## src/rtl/game_pkg.sv

```systemverilog
// Shared types and constants for the light-cycle game: BCD digit type,
// default clock rate and active-low 7-segment glyphs {g,f,e,d,c,b,a}.
package game_pkg;

  typedef logic [3:0] bcd_t;

  localparam int CLK_HZ = 50_000_000;

  localparam logic [6:0] SEG_0 = 7'h40;
  localparam logic [6:0] SEG_1 = 7'h79;
  localparam logic [6:0] SEG_2 = 7'h24;
  localparam logic [6:0] SEG_3 = 7'h30;
  localparam logic [6:0] SEG_4 = 7'h19;
  localparam logic [6:0] SEG_5 = 7'h12;
  localparam logic [6:0] SEG_6 = 7'h02;
  localparam logic [6:0] SEG_7 = 7'h78;
  localparam logic [6:0] SEG_8 = 7'h00;
  localparam logic [6:0] SEG_9 = 7'h10;
  localparam logic [6:0] SEG_A = 7'h08;
  localparam logic [6:0] SEG_B = 7'h03;
  localparam logic [6:0] SEG_C = 7'h46;
  localparam logic [6:0] SEG_D = 7'h21;
  localparam logic [6:0] SEG_E = 7'h06;
  localparam logic [6:0] SEG_F = 7'h0E;

endpackage

```

## src/rtl/seg7_decode.sv

```systemverilog
// Hex digit to active-low 7-segment decoder, fully defined over 0-F.
// Shared by the match timer and the score display.
module seg7_decode
  import game_pkg::*;
(
  input  bcd_t       digit,
  output logic [6:0] seg
);

  // Glyph lookup
  always_comb begin
    seg = SEG_0;
    case (digit)
      4'h0:    seg = SEG_0;
      4'h1:    seg = SEG_1;
      4'h2:    seg = SEG_2;
      4'h3:    seg = SEG_3;
      4'h4:    seg = SEG_4;
      4'h5:    seg = SEG_5;
      4'h6:    seg = SEG_6;
      4'h7:    seg = SEG_7;
      4'h8:    seg = SEG_8;
      4'h9:    seg = SEG_9;
      4'hA:    seg = SEG_A;
      4'hB:    seg = SEG_B;
      4'hC:    seg = SEG_C;
      4'hD:    seg = SEG_D;
      4'hE:    seg = SEG_E;
      4'hF:    seg = SEG_F;
      default: seg = SEG_0;
    endcase
  end

endmodule

```

## src/rtl/match_timer_display.sv

```systemverilog
// Movement tick generator and pausable MM:SS match timer shown on HEX3..HEX0.
// Both prescalers advance only on enabled cycles and resume where paused.
module match_timer_display
  import game_pkg::*;
#(
  parameter int CLK_HZ   = game_pkg::CLK_HZ,
  parameter int MOVE_DIV = 10_000_000
) (
  input  logic       CLOCK_50,
  input  logic       resetn,
  input  logic       enable,
  output logic       move_tick,
  output logic [6:0] HEX0,
  output logic [6:0] HEX1,
  output logic [6:0] HEX2,
  output logic [6:0] HEX3
);

  localparam int MW = (MOVE_DIV > 1) ? $clog2(MOVE_DIV) : 1;
  localparam int SW = (CLK_HZ > 1) ? $clog2(CLK_HZ) : 1;
  localparam logic [MW-1:0] MOVE_LAST = MW'(MOVE_DIV - 1);
  localparam logic [SW-1:0] SEC_LAST  = SW'(CLK_HZ - 1);

  logic [MW-1:0] mcnt_r;
  logic [SW-1:0] scnt_r;
  logic          move_tick_r;
  bcd_t          s_ones_r, s_tens_r, m_ones_r, m_tens_r;
  logic          move_term_s, sec_pulse_s;

  assign move_term_s = enable && (mcnt_r == MOVE_LAST);
  assign sec_pulse_s = enable && (scnt_r == SEC_LAST);
  assign move_tick   = move_tick_r;

  // Prescalers, registered tick and the BCD MM:SS chain
  always_ff @(posedge CLOCK_50) begin
    if (!resetn) begin
      mcnt_r      <= MW'(0);
      scnt_r      <= SW'(0);
      move_tick_r <= 1'b0;
      s_ones_r    <= 4'd0;
      s_tens_r    <= 4'd0;
      m_ones_r    <= 4'd0;
      m_tens_r    <= 4'd0;
    end else begin
      move_tick_r <= move_term_s;
      if (enable) begin
        mcnt_r <= move_term_s ? MW'(0) : mcnt_r + MW'(1);
        scnt_r <= sec_pulse_s ? SW'(0) : scnt_r + SW'(1);
      end
      // Carry ripples upward; 99:59 rolls over to 00:00
      if (sec_pulse_s) begin
        if (s_ones_r == 4'd9) begin
          s_ones_r <= 4'd0;
          if (s_tens_r == 4'd5) begin
            s_tens_r <= 4'd0;
            if (m_ones_r == 4'd9) begin
              m_ones_r <= 4'd0;
              m_tens_r <= (m_tens_r == 4'd9) ? 4'd0 : m_tens_r + 4'd1;
            end else begin
              m_ones_r <= m_ones_r + 4'd1;
            end
          end else begin
            s_tens_r <= s_tens_r + 4'd1;
          end
        end else begin
          s_ones_r <= s_ones_r + 4'd1;
        end
      end
    end
  end

  seg7_decode u_dec0 (.digit(s_ones_r), .seg(HEX0));
  seg7_decode u_dec1 (.digit(s_tens_r), .seg(HEX1));
  seg7_decode u_dec2 (.digit(m_ones_r), .seg(HEX2));
  seg7_decode u_dec3 (.digit(m_tens_r), .seg(HEX3));

endmodule

```

## config.mk

```make
export PLATFORM = sky130hd
export DESIGN_NAME = match_timer_display
export DESIGN_NICKNAME = d
export VERILOG_FILES = /design/src/rtl/game_pkg.sv /design/src/rtl/seg7_decode.sv /design/src/rtl/match_timer_display.sv
export SDC_FILE = /design/constraint.sdc
export NUM_CORES = 1
export LEC_CHECK = 0
export ABC_AREA = 1
export CAP_MARGIN = 20
export CORE_MARGIN = 2
export CORE_UTILIZATION = 47
export CTS_BUF_LIST = sky130_fd_sc_hd__clkbuf_2 sky130_fd_sc_hd__clkbuf_4 sky130_fd_sc_hd__clkbuf_8
export DETAILED_ROUTE_END_ITERATION = 10
export HOLD_SLACK_MARGIN = 0.05
export PLACE_DENSITY = 0.66
export SLEW_MARGIN = 20
export SYNTH_ARGS = -nofsm -noshare
export SYNTH_HDL_FRONTEND = slang
export SYNTH_HIERARCHICAL = 1
export SYNTH_SLANG_ARGS = --single-unit
```

## constraint.sdc

```tcl
create_clock -name CLOCK_50 -period 4.15 [get_ports CLOCK_50]
set_input_delay 0.415 -clock CLOCK_50 [delete_from_list [all_inputs] [get_ports CLOCK_50]]
set_output_delay 0.415 -clock CLOCK_50 [all_outputs]
set_load 0.005 [all_outputs]
```

==> qor.yml <==
postCtsHoldBufs: 0
clock_skew_ns: 0.01165
fin_tns_setup_ns: 0
diodes: 0
yosysTopAreaCell: "dfxtp_1"
grtUsageMet3_pct: 4.503
place.gp.congestion: 0.8493
cellLeakagePower_nw: 2.241
r2r_slack_ns: 2.20
clock_latency_ns: 0.35
cap_violations: 0
syn_area_um2: 4643
nets: 801
grt_pass1_wl_mm: 17.39
required_ns: 3.73
use_met2_pct: 36.08
holdCritStartpoint: "scnt_r[12]"
start_util_pct: 47.95
vdd_ir_drop_max_uv: 156.3
cts_sinks: 67
grt_util_met1_pct: 24.19
cp_max_fo: 9
grt_use_total_pct: 20.21
final-max-slew-violation-count: 0
netlist_instances: 741
outcome: "complete, no violations"
synth_edf_count: 0
port_buffers: 31
synth_area_leaders: "dfxtp_1 29%, nand2_1 16%, nand3_1 8.7%, nor2_1 8.7%, ha_1 8.1%"
synthesis.nets: 774
busiest_layer: "met2"
hpwl_mm: 7.453
drc_errors: 0
yosysTopAreaCellShare_pct: 28.89
cts_resized: 0
cts_tree: "yes"
tightest_slew_ns: 0.9043
grt_pass1_vias: 4062
arrival_ns: 2.18
ys_seq_elements: 67
syn_to_final_growth_pct: 12.83
power_density_nw_per_um2: 247.1
rsz0062_at_grt: "false"
die_w_um: 103.4
coreArea_um2: 9684
post_cts_buffers: 0
path_class: "register to primary output"
min_period_over_period_pct: 62.51
std_cell_rows: 36
finalCriticalPeriod_ns: 2.594
synthArstFlopShare_pct: 0
die_area_um2: 10690
routed_wl_mm: 10.08
maxSlewHeadroom_pct: 39.49
io_pins: 32
overflow: 0
rr_startpoint: "mcnt_r[0]"
yosysMostFrequentCell: "nand2_1"
drive_above_1_share_pct: 6.468
synthDistinctLibCells: 36
synthFlopType: "dfxtp_1"
antenna_found_initial: 0
cts_buffers: 9
fp.dieH_um: 103.4
wl_per_cell_um: 11.13
grt_start_max_net_pins: 20
ctsLongestPathBuffers: 2
viasPerCell: 5.121
ys_top_cells_by_count: "203 x nand2_1, 108 x nor2_1, 88 x inv_1, 81 x nand3_1, 67 x dfxtp_1"
seq_area_frac_synth_pct: 28.89
cts_root_buffer: "clkbuf_8"
vias: 4640
utilization_pct: 54.10
syn_avg_cell_area_um2: 6.266
timing.fmax_mhz: 385.5
dr.first_iter.drc_count: 226
cts_max_level: 3
critPathLaunch: "s_tens_r[1]"
hp-class: "register to register"
hold_ws_ns: 0.4956
start_kind: "register"
first_pass_iters: 4
setup_viol: 0
endpoint_kind: "primary output"
drt.antenna.violating_nets: 0
synth_warnings: 6
path_clk_slew_ns: 0.08
finalHoldViolCount: 0
-- layer usage --
layer  vias to the layer above  part of all wire, %
met3                        10                  3.7
li1                       2433                    -
met1                      2117                   47
met5                         -                    0
met2                        80                   48
met4                         0                  1.2
-- per-stage QoR --
step	instance area, um^2	cells	power, mW	setup WS (ns)
3_3_place_gp	5017	890	0.6974	1.663
2_1_floorplan	4643	741	0.6887	2.647
3_5_place_dp	5017	890	0.6985	1.560
5_1_grt	5239	906	1.347	1.423
6_report	5239	906	1.294	1.556
4_1_cts	5239	906	1.311	1.553
-- final timing paths --
path | depth (start not counted) | end
max | 8 | HEX1[3]
max reg2reg | 8 | mcnt_r[17]
min reg2reg | 1 | scnt_r[12]
min | 1 | scnt_r[12]
-- critical path: stages (launching register included) --
cell	delay, ns
dfxtp_1	0.52
inv_1	0.19
ha_1	0.33
inv_1	0.06
nand2_1	0.05
nand2_1	0.08
nand2_1	0.05
nand2_1	0.05
clkdlybuf4s50_1	0.50
-- registers in the layout (all words and copies together) (netlist names) --
register   flops
scnt_r        26
mcnt_r        24
m_ones_r       4
m_tens_r       4
s_ones_r       4
s_tens_r       4
move_tick      1
-- layout make-up --
cell class / count / area, um^2
clock inverter: 6 / 90.09
timing repair buffer: 33 / 325.3
tap: 133 / 166.4
fill: 970 / 4446
sequential: 67 / 1341
multi-input combinational: 562 / 2828
clock buffer: 10 / 131.4
inverter: 95 / 356.6
-- placed cells by master, fill, tap and decap left out, types with 20 or more instances in the layout --
master	netlist	routed
nor2_1	108	108
a21oi_1	21	21
ha_1	30	30
clkdlybuf4s50_1	0	31
nand2_1	203	203
inv_1	88	88
dfxtp_1	67	67
o21ai_0	23	23
nor3_1	20	20
nand3_1	81	81
nand4_1	22	22
-- power breakdown --
part	leakage (nW)	internal (mW)	switching [mW]
clock	0.110	0.346	0.265
sequential	0.540	0.646	0.00307
combinational	1.59	0.0103	0.0240
total	2.24	1.00	0.292
-- logic make-up (layout without fill, tap and decap cells) --
family | Yosys count | count (layout) | share of synthesized area [%]
simple gates | 462 | 462 | 43.98
compound gates | 62 | 62 | 7.330
fa+ha+maj | 30 | 30 | 8.084
buf+inv | 112 | 144 | 10.21
xor+xnor | 8 | 8 | 1.509
flops | 67 | 67 | 28.89
No activity file was read; power rests on OpenSTA's default activity.
